`src/rtl/boss_health_bar_renderer.sv`:
```
// boss_health_bar_renderer: redraws the boss health bar through the shared VGA plotter.
// Optional HEALTH_BAR_BORDER_EN adds a 1-pixel BORDER_COLOUR ring around the interior.
module boss_health_bar_renderer #(
   parameter logic [5:0] MAX_HEALTH    = 6'd60,
   parameter int         SCALE         = 2,
   parameter logic [7:0] BAR_X0        = 8'd20,
   parameter logic [6:0] BAR_Y0        = 7'd4,
   parameter int         BAR_H         = 4,
   parameter logic [2:0] FG_COLOUR     = 3'b100,
`ifdef HEALTH_BAR_BORDER_EN
   parameter logic [2:0] BORDER_COLOUR = 3'b111,
`endif
   parameter logic [2:0] BG_COLOUR     = 3'b000
) (
   input  logic       CLOCK_50,
   input  logic       resetn,
   input  logic [5:0] health_length,
   output logic       draw_req,
   input  logic       draw_gnt,
   output logic [7:0] vga_x,
   output logic [6:0] vga_y,
   output logic [2:0] vga_colour,
   output logic       vga_plot,
   output logic       busy,
   output logic       draw_done
);
   localparam int W = int'(MAX_HEALTH) * SCALE;
`ifdef HEALTH_BAR_BORDER_EN
   localparam int OFS = 1;
`else
   localparam int OFS = 0;
`endif
   localparam int COLS = W + 2 * OFS;
   localparam int ROWS = BAR_H + 2 * OFS;

   typedef enum logic [1:0] {IDLE, DRAW, DONE} state_t;

   state_t     r_state, w_next;
   logic [7:0] r_col;
   logic [6:0] r_row;
   logic [5:0] r_frame_h, r_drawn_h;
   logic       r_init_pending;
   logic [5:0] w_h;
   logic       w_pending, w_accept, w_last, w_row_end;
   logic [7:0] w_ic, w_fill;
   logic [2:0] w_colour;

   assign w_h       = (health_length > MAX_HEALTH) ? MAX_HEALTH : health_length;
   assign w_pending = r_init_pending || (w_h != r_drawn_h);
   assign w_accept  = (r_state == DRAW) && draw_gnt;
   assign w_row_end = r_col == 8'(COLS - 1);
   assign w_last    = w_row_end && (r_row == 7'(ROWS - 1));
   // w_ic is the interior column; with a border it wraps at col 0, which the ring overrides
   assign w_ic      = r_col - 8'(OFS);
   assign w_fill    = 8'(int'(r_frame_h) * SCALE);
`ifdef HEALTH_BAR_BORDER_EN
   assign w_colour  = (r_col == 8'd0 || w_row_end || r_row == 7'd0 || r_row == 7'(ROWS - 1))
                      ? BORDER_COLOUR : (w_ic < w_fill) ? FG_COLOUR : BG_COLOUR;
`else
   assign w_colour  = (w_ic < w_fill) ? FG_COLOUR : BG_COLOUR;
`endif

   always_comb begin
      w_next = r_state;
      w_next = (r_state == IDLE) ? (w_pending ? DRAW : IDLE) :
               (r_state == DRAW) ? ((w_accept && w_last) ? DONE : DRAW) : IDLE;
   end

   always_ff @(posedge CLOCK_50 or negedge resetn) begin
      if (!resetn) r_state <= IDLE;
      else         r_state <= w_next;
   end

   always_ff @(posedge CLOCK_50 or negedge resetn) begin
      if (!resetn) begin
         r_col          <= '0;
         r_row          <= '0;
         r_frame_h      <= '0;
         r_drawn_h      <= '0;
         r_init_pending <= 1'b1;
         draw_req       <= 1'b0;
         vga_x          <= '0;
         vga_y          <= '0;
         vga_colour     <= '0;
         vga_plot       <= 1'b0;
         busy           <= 1'b0;
         draw_done      <= 1'b0;
      end else begin
         vga_plot  <= w_accept;
         draw_done <= r_state == DONE;
         if (r_state == IDLE && w_pending) begin
            r_frame_h <= w_h;
            r_col     <= '0;
            r_row     <= '0;
            busy      <= 1'b1;
            draw_req  <= 1'b1;
         end
         if (w_accept) begin
            vga_x      <= BAR_X0 + r_col - 8'(OFS);
            vga_y      <= BAR_Y0 + r_row - 7'(OFS);
            vga_colour <= w_colour;
            r_col      <= w_row_end ? 8'd0 : r_col + 8'd1;
            r_row      <= w_row_end ? r_row + 7'd1 : r_row;
            if (w_last) draw_req <= 1'b0;
         end
         if (r_state == DONE) begin
            busy           <= 1'b0;
            r_drawn_h      <= r_frame_h;
            r_init_pending <= 1'b0;
         end
      end
   end
endmodule

```
`config.mk`:
```
export PLATFORM = sky130hd
export DESIGN_NAME = boss_health_bar_renderer
export DESIGN_NICKNAME = d
export VERILOG_FILES = /design/src/rtl/boss_health_bar_renderer.sv
export SDC_FILE = /design/constraint.sdc
export NUM_CORES = 1
export LEC_CHECK = 0
export ABC_CLOCK_PERIOD_IN_PS = 1800
export CORE_MARGIN = 8
export CORE_UTILIZATION = 49
export DETAILED_ROUTE_END_ITERATION = 10
export PLACE_DENSITY = 0.82
export SLEW_MARGIN = 20
export SYNTH_ARGS = -nofsm -noshare
export SYNTH_HDL_FRONTEND = slang
export SYNTH_SLANG_ARGS = --single-unit
export TNS_END_PERCENT = 10
```
`constraint.sdc`:
```
create_clock -name CLOCK_50 -period 1.8 [get_ports CLOCK_50]
set_input_delay 0.18 -clock CLOCK_50 [delete_from_list [all_inputs] [get_ports CLOCK_50]]
set_output_delay 0.18 -clock CLOCK_50 [all_outputs]
set_load 0.02 [all_outputs]
```
; ---- After elaboration in Yosys (flattened, before gate mapping)
; Index checks and enable logic that the tools add are counted.
[totals]
register_bits = 52
in_bits = 9
elab_cells = 51
[op_classes]
n_addsub = 4
magnitude_cmp = 2
n_eq_ne = 6
mux = 17
n_reduce_logical = 9
[ops]
columns = op, count
row1 = $mux W8, 3
row2 = $mux W7, 3
row3 = $add A5 B8 Y8 const A, 1
row4 = $add A8 B1 Y8 const B, 1
row5 = $eq A8 B7 Y1 const B, 1
row6 = $lt A8 B7 Y1, 1
row7 = $add A3 B7 Y7 const A, 1
row8 = $add A7 B1 Y7 const B, 1
row9 = $eq A7 B2 Y1 const B, 1
row10 = $gt A6 B6 Y1 const B, 1
row11 = $mux W1, 6
row12 = $mux W2, 3
row13 = $mux W6, 1
row14 = $ne A6 B6 Y1, 1
row15 = $logic_and A1 B1 Y1, 4
row16 = $reduce_bool A2 Y1, 2
row17 = $mux W3, 1
row18 = $eq A2 B1 Y1 const B, 1
row19 = $eq A2 B2 Y1 const B, 1
row20 = $logic_not A2 Y1, 1
row21 = $ne A2 B1 Y1 const B, 1
row22 = $reduce_and A2 Y1, 1
row23 = $logic_or A1 B1 Y1, 1

; ---- Depth between registers and ports, before layout
[logic_depth]
depth_word = 8
mapped_depth = 7

; ---- Worst setup path before layout
; Ideal clock, no wire load.
[synth_path]
path_type = flip-flop to flip-flop
start = reg r_col[3]
end = reg r_row[5]
arrival_ns = 1.563
required_ns = 1.679
setup_slack_ns = 0.115
stages_incl_launch_ff = 8
period_less_slack_ns = 1.685
cell_sequence = dfrtp_1 > inv_1 > ha_1 > nand4b_1 > nor3_1 > nand4_1 > xor2_1 > nor2_1
[synth_between]
elab_chain_cells = 3
[synth_rtl]
columns = element, line
row1 = "start, declared", 39  ; logic [7:0] r_col;
row2 = "start signal, assigned", 102  ; r_col <= w_row_end ? 8'd0 : r_col + 8'd1;
row3 = $eq A8 B7 Y1, 51  ; assign w_row_end = r_col == 8'(COLS - 1);
row4 = $ne A2 B1 Y1 (no line), -
row5 = $reduce_and A2 Y1 (no line), -
row6 = "end signal, assigned", 103  ; r_row <= w_row_end ? r_row + 7'd1 : r_row;
row7 = "end, declared", 40  ; logic [6:0] r_row;
; Every way passes these cells.
; A chain may end at the register's enable or synchronous reset.

; ---- Worst setup path after layout
[layout_path]
start = reg r_drawn_h[5]
end = reg r_col[2]
[layout_between]
elab_chain_cells = 4
[layout_rtl]
columns = element, line
row1 = "start, declared", 41  ; logic [5:0] r_frame_h, r_drawn_h;
row2 = "start signal, assigned", 108  ; r_drawn_h <= r_frame_h;
row3 = $ne A6 B6 Y1, 49  ; assign w_pending = r_init_pending || (w_h != r_drawn_h);
row4 = $logic_or A1 B1 Y1, 49
row5 = $logic_and A1 B1 Y1, 91  ; if (r_state == IDLE && w_pending) begin
row6 = $reduce_bool A2 Y1 (no line), -
; Every way passes these cells.

==> flow_metrics.py <==
metrics = {
    "status": {
        "status": "finished, final reports clean",
    },
    "grt": {
        "grt_pass1_wl_mm": 8.82,
        "gr-total-overflow": 0,
        "antenna_found_initial": 0,
        "grt_max_degree": 29,
        "grt_usage_pct": 14.8,
        "grt_pass1_vias": 1931,
    },
    "synthesis": {
        "synth_top_area_share_pct": 50.5,
        "synthSimpleGateAreaFrac_pct": 16.7,
        "synth-compound-area-share_pct": 11.7,
        "avgSynthCellArea_um2": 9.64,
        "synth_common_cells": "dfrtp_1, nand2_1, o21ai_0",
        "synth_area_leaders": "dfrtp_1, nand2_1, ha_1, o21ai_0, xnor2_1",
        "synth_seq_cells": 50,
        "synth-seq-area-share_pct": 51.6,
        "synth_xor_area_share_pct": 5.77,
        "netlist_instances": 252,
        "synth_area_um2": 2430,
        "synth_flop_cell": "dfrtp_1",
        "ys_warn_count": 0,
        "synth_edf_count": 0,
        "synth.distinct_cells": 37,
        "async_flop_share_pct": 100,
        "muxShareOfSynthArea_pct": 3.09,
        "yosysMostFrequentCell": "dfrtp_1",
        "synth_area_leader_cell": "dfrtp_1",
        "synth_top_family_by_area": "simple AND/OR/NAND/NOR gates",
        "synthAdderAreaFrac_pct": 5.67,
    },
    "final_layout": {
        "diodes": 0,
        "final_nets": 322,
        "area_growth_pct": 30.1,
        "final_core_util_pct": 66.5,
        "drive_gt1_share_pct": 13.9,
        "fin_area_um2": 3160,
        "instances_no_fill": 370,
    },
    "pwr": {
        "p_total_mw": 3.23,
        "leakagePower_nw": 1.51,
        "power_per_cell_area_nw_per_um2": 1020,
        "ir_drop_mv": 0.510,
    },
    "sta": {
        "fin_skew_ns": 0.00427,
        "post-route-period-util_pct": 97.0,
        "rsz0062_at_grt": "true",
        "final_max_slew_viol_count": 0,
        "period_minus_slack_ns": 1.75,
        "hold_violations": 0,
        "worst_slew_pin_slew_ns": 0.564,
        "fmax_mhz": 573,
        "hold_ws_ns": 0.254,
        "setup_viol": 0,
        "slew_headroom_pct": 62.4,
    },
    "worst_setup_path": {
        "cp_max_fo": 8,
        "cp_cell_sequence": "xnor2_1, nand3_1, nor3_2, a21boi_4, buf_12, buf_12, o311ai_0",
        "critPathKind": "register to register",
        "critPathBufInv": 2,
        "start_kind": "register",
        "cp_slowest_cell": "dfrtp_1",
        "critical_path.max_stage_delay_ns": 0.40,
        "worst_setup_path_end_kind": "register",
        "worstPathRequired_ns": 2.00,
        "critical_path.top_delay_family": "simple AND/OR/NAND/NOR gates",
        "critPathArrivalTime_ns": 1.94,
        "cpMostUsedCell": "buf_12",
    },
    "min_path": {
        "min_path_type": "primary input to register",
    },
    "die": {
        "die_y_um": 86.4,
        "start_util_pct": 51.1,
        "die-area_um2": 7460,
        "core_area_um2": 4750,
        "io-pin-count": 31,
        "fp.dieW_um": 86.4,
        "std_cell_rows": 25,
    },
    "clock_tree": {
        "cts_root_buf": "clkbuf_8",
        "clk_latency_ns": 0.30,
        "cts_max_level": 2,
        "cts.clk_slew.worst_paths_ns": 0.09,
        "clock_path_buffers": 2,
        "clock_sinks": 50,
        "cts_made_buffers": 5,
        "cts_tree": "built",
    },
    "run": {
        "drv_cap": 0,
    },
    "route": {
        "drtIter0Drc": 162,
        "viasPerCell": 5.31,
        "drtPass1Iterations": 4,
        "drc": 0,
        "vias": 1966,
        "ant_nets": 0,
        "drt-wirelength-per-cell_um": 14.9,
        "postRouteWirelength_mm": 5.53,
    },
    "placement": {
        "dp_cells": 357,
        "post_dp_cell_area_um2": 2900,
        "gp_congestion": 0.850,
        "place_hpwl_mm": 3.77,
        "portBuffers": 28,
    },
}
==> final timing paths <==
kind	from	end	slack, ns	cells past startpoint
max	r_drawn_h[5]	r_col[2]	0.05	7
min	health_length[2]	r_frame_h[2]	0.25	3
max reg2reg	r_drawn_h[5]	r_col[2]	0.05	7
min reg2reg	vga_x[7]	vga_x[7]	0.48	2
max in group asynchronous	resetn	r_col[6]	0.86	3
min in group asynchronous	resetn	r_drawn_h[2]	0.41	2
==> cells in the final DEF (no fill, tap or decap), types with 5 or more instances in the layout <==
master / n
dfrtp_1: 49
nand2_1: 41
o21ai_0: 24
clkdlybuf4s50_1: 23
buf_4: 21
inv_1: 17
nor2_1: 14
ha_1: 11
xnor2_1: 10
nand3_1: 9
nor3_1: 8
xor2_1: 6
clkbuf_8: 6
a31oi_1: 5
o31ai_1: 5
==> where the power goes <==
part           internal, mW  total [mW]  switching (mW)
Sequential             1.26        1.37           0.110
Combinational         0.429       0.898           0.469
Clock                 0.592       0.958           0.366
==> metal layers <==
metal | global-route usage, % | wire, um | up-vias
met2 | 26.6 | 2800 | 60
met1 | 17.5 | 2350 | 954
met5 | 0 | 0 | -
met3 | 2.46 | 298 | 8
li1 | - | - | 944
met4 | 4.69 | 86 | 0
==> worst reg2reg max path, stage by stage (launching register included) <==
cell	delay, ns
dfrtp_1	0.40
xnor2_1	0.17
nand3_1	0.13
nor3_2	0.29
a21boi_4	0.10
buf_12	0.15
buf_12	0.13
o311ai_0	0.26
==> state kept, by name, indices dropped and copies added (netlist names) <==
| signal | flops |
|---|---|
| r_col | 8 |
| vga_x | 8 |
| r_row | 7 |
| vga_y | 7 |
| r_drawn_h | 6 |
| r_frame_h | 6 |
| r_state | 2 |
| busy | 1 |
| draw_done | 1 |
| draw_req | 1 |
| r_init_pending | 1 |
| vga_colour | 1 |
| vga_plot | 1 |
==> layout make-up <==
type,count,area (um^2)
fill,363,1590
sequential,50,1250
multi-input combinational,173,1080
timing repair buffer,54,538
tap,67,83.8
clock buffer,6,82.6
inverter,18,67.6
clock inverter,2,60.1
==> kinds of logic after synthesis <==
family	count (synthesis)
simple gates	90
flops	50
compound gates	47
buf+inv	30
xor+xnor	16
fa+ha+maj	11
mux	7
other cells	1
==> per-stage QoR <==
stage,TNS [ns],worst slack [ns]
floorplan,0,0.115
global placement,-4.97,-0.308
detailed placement,-6.47,-0.383
CTS,0,0.0131
global route,-0.178,-0.0442
finish,0,0.0538
==> what timing repair did <==
item                                    4_1_cts  5_1_grt
cloned                                        0        1
endpoints found under the setup margin       12       21
pin swaps                                     0        4
hold buffers                                  1        0
gates resized for setup                       3       11
endpoints found under the hold margin        22        0
setup buffers                                 0        3
No activity file was read; power rests on OpenSTA's default activity.
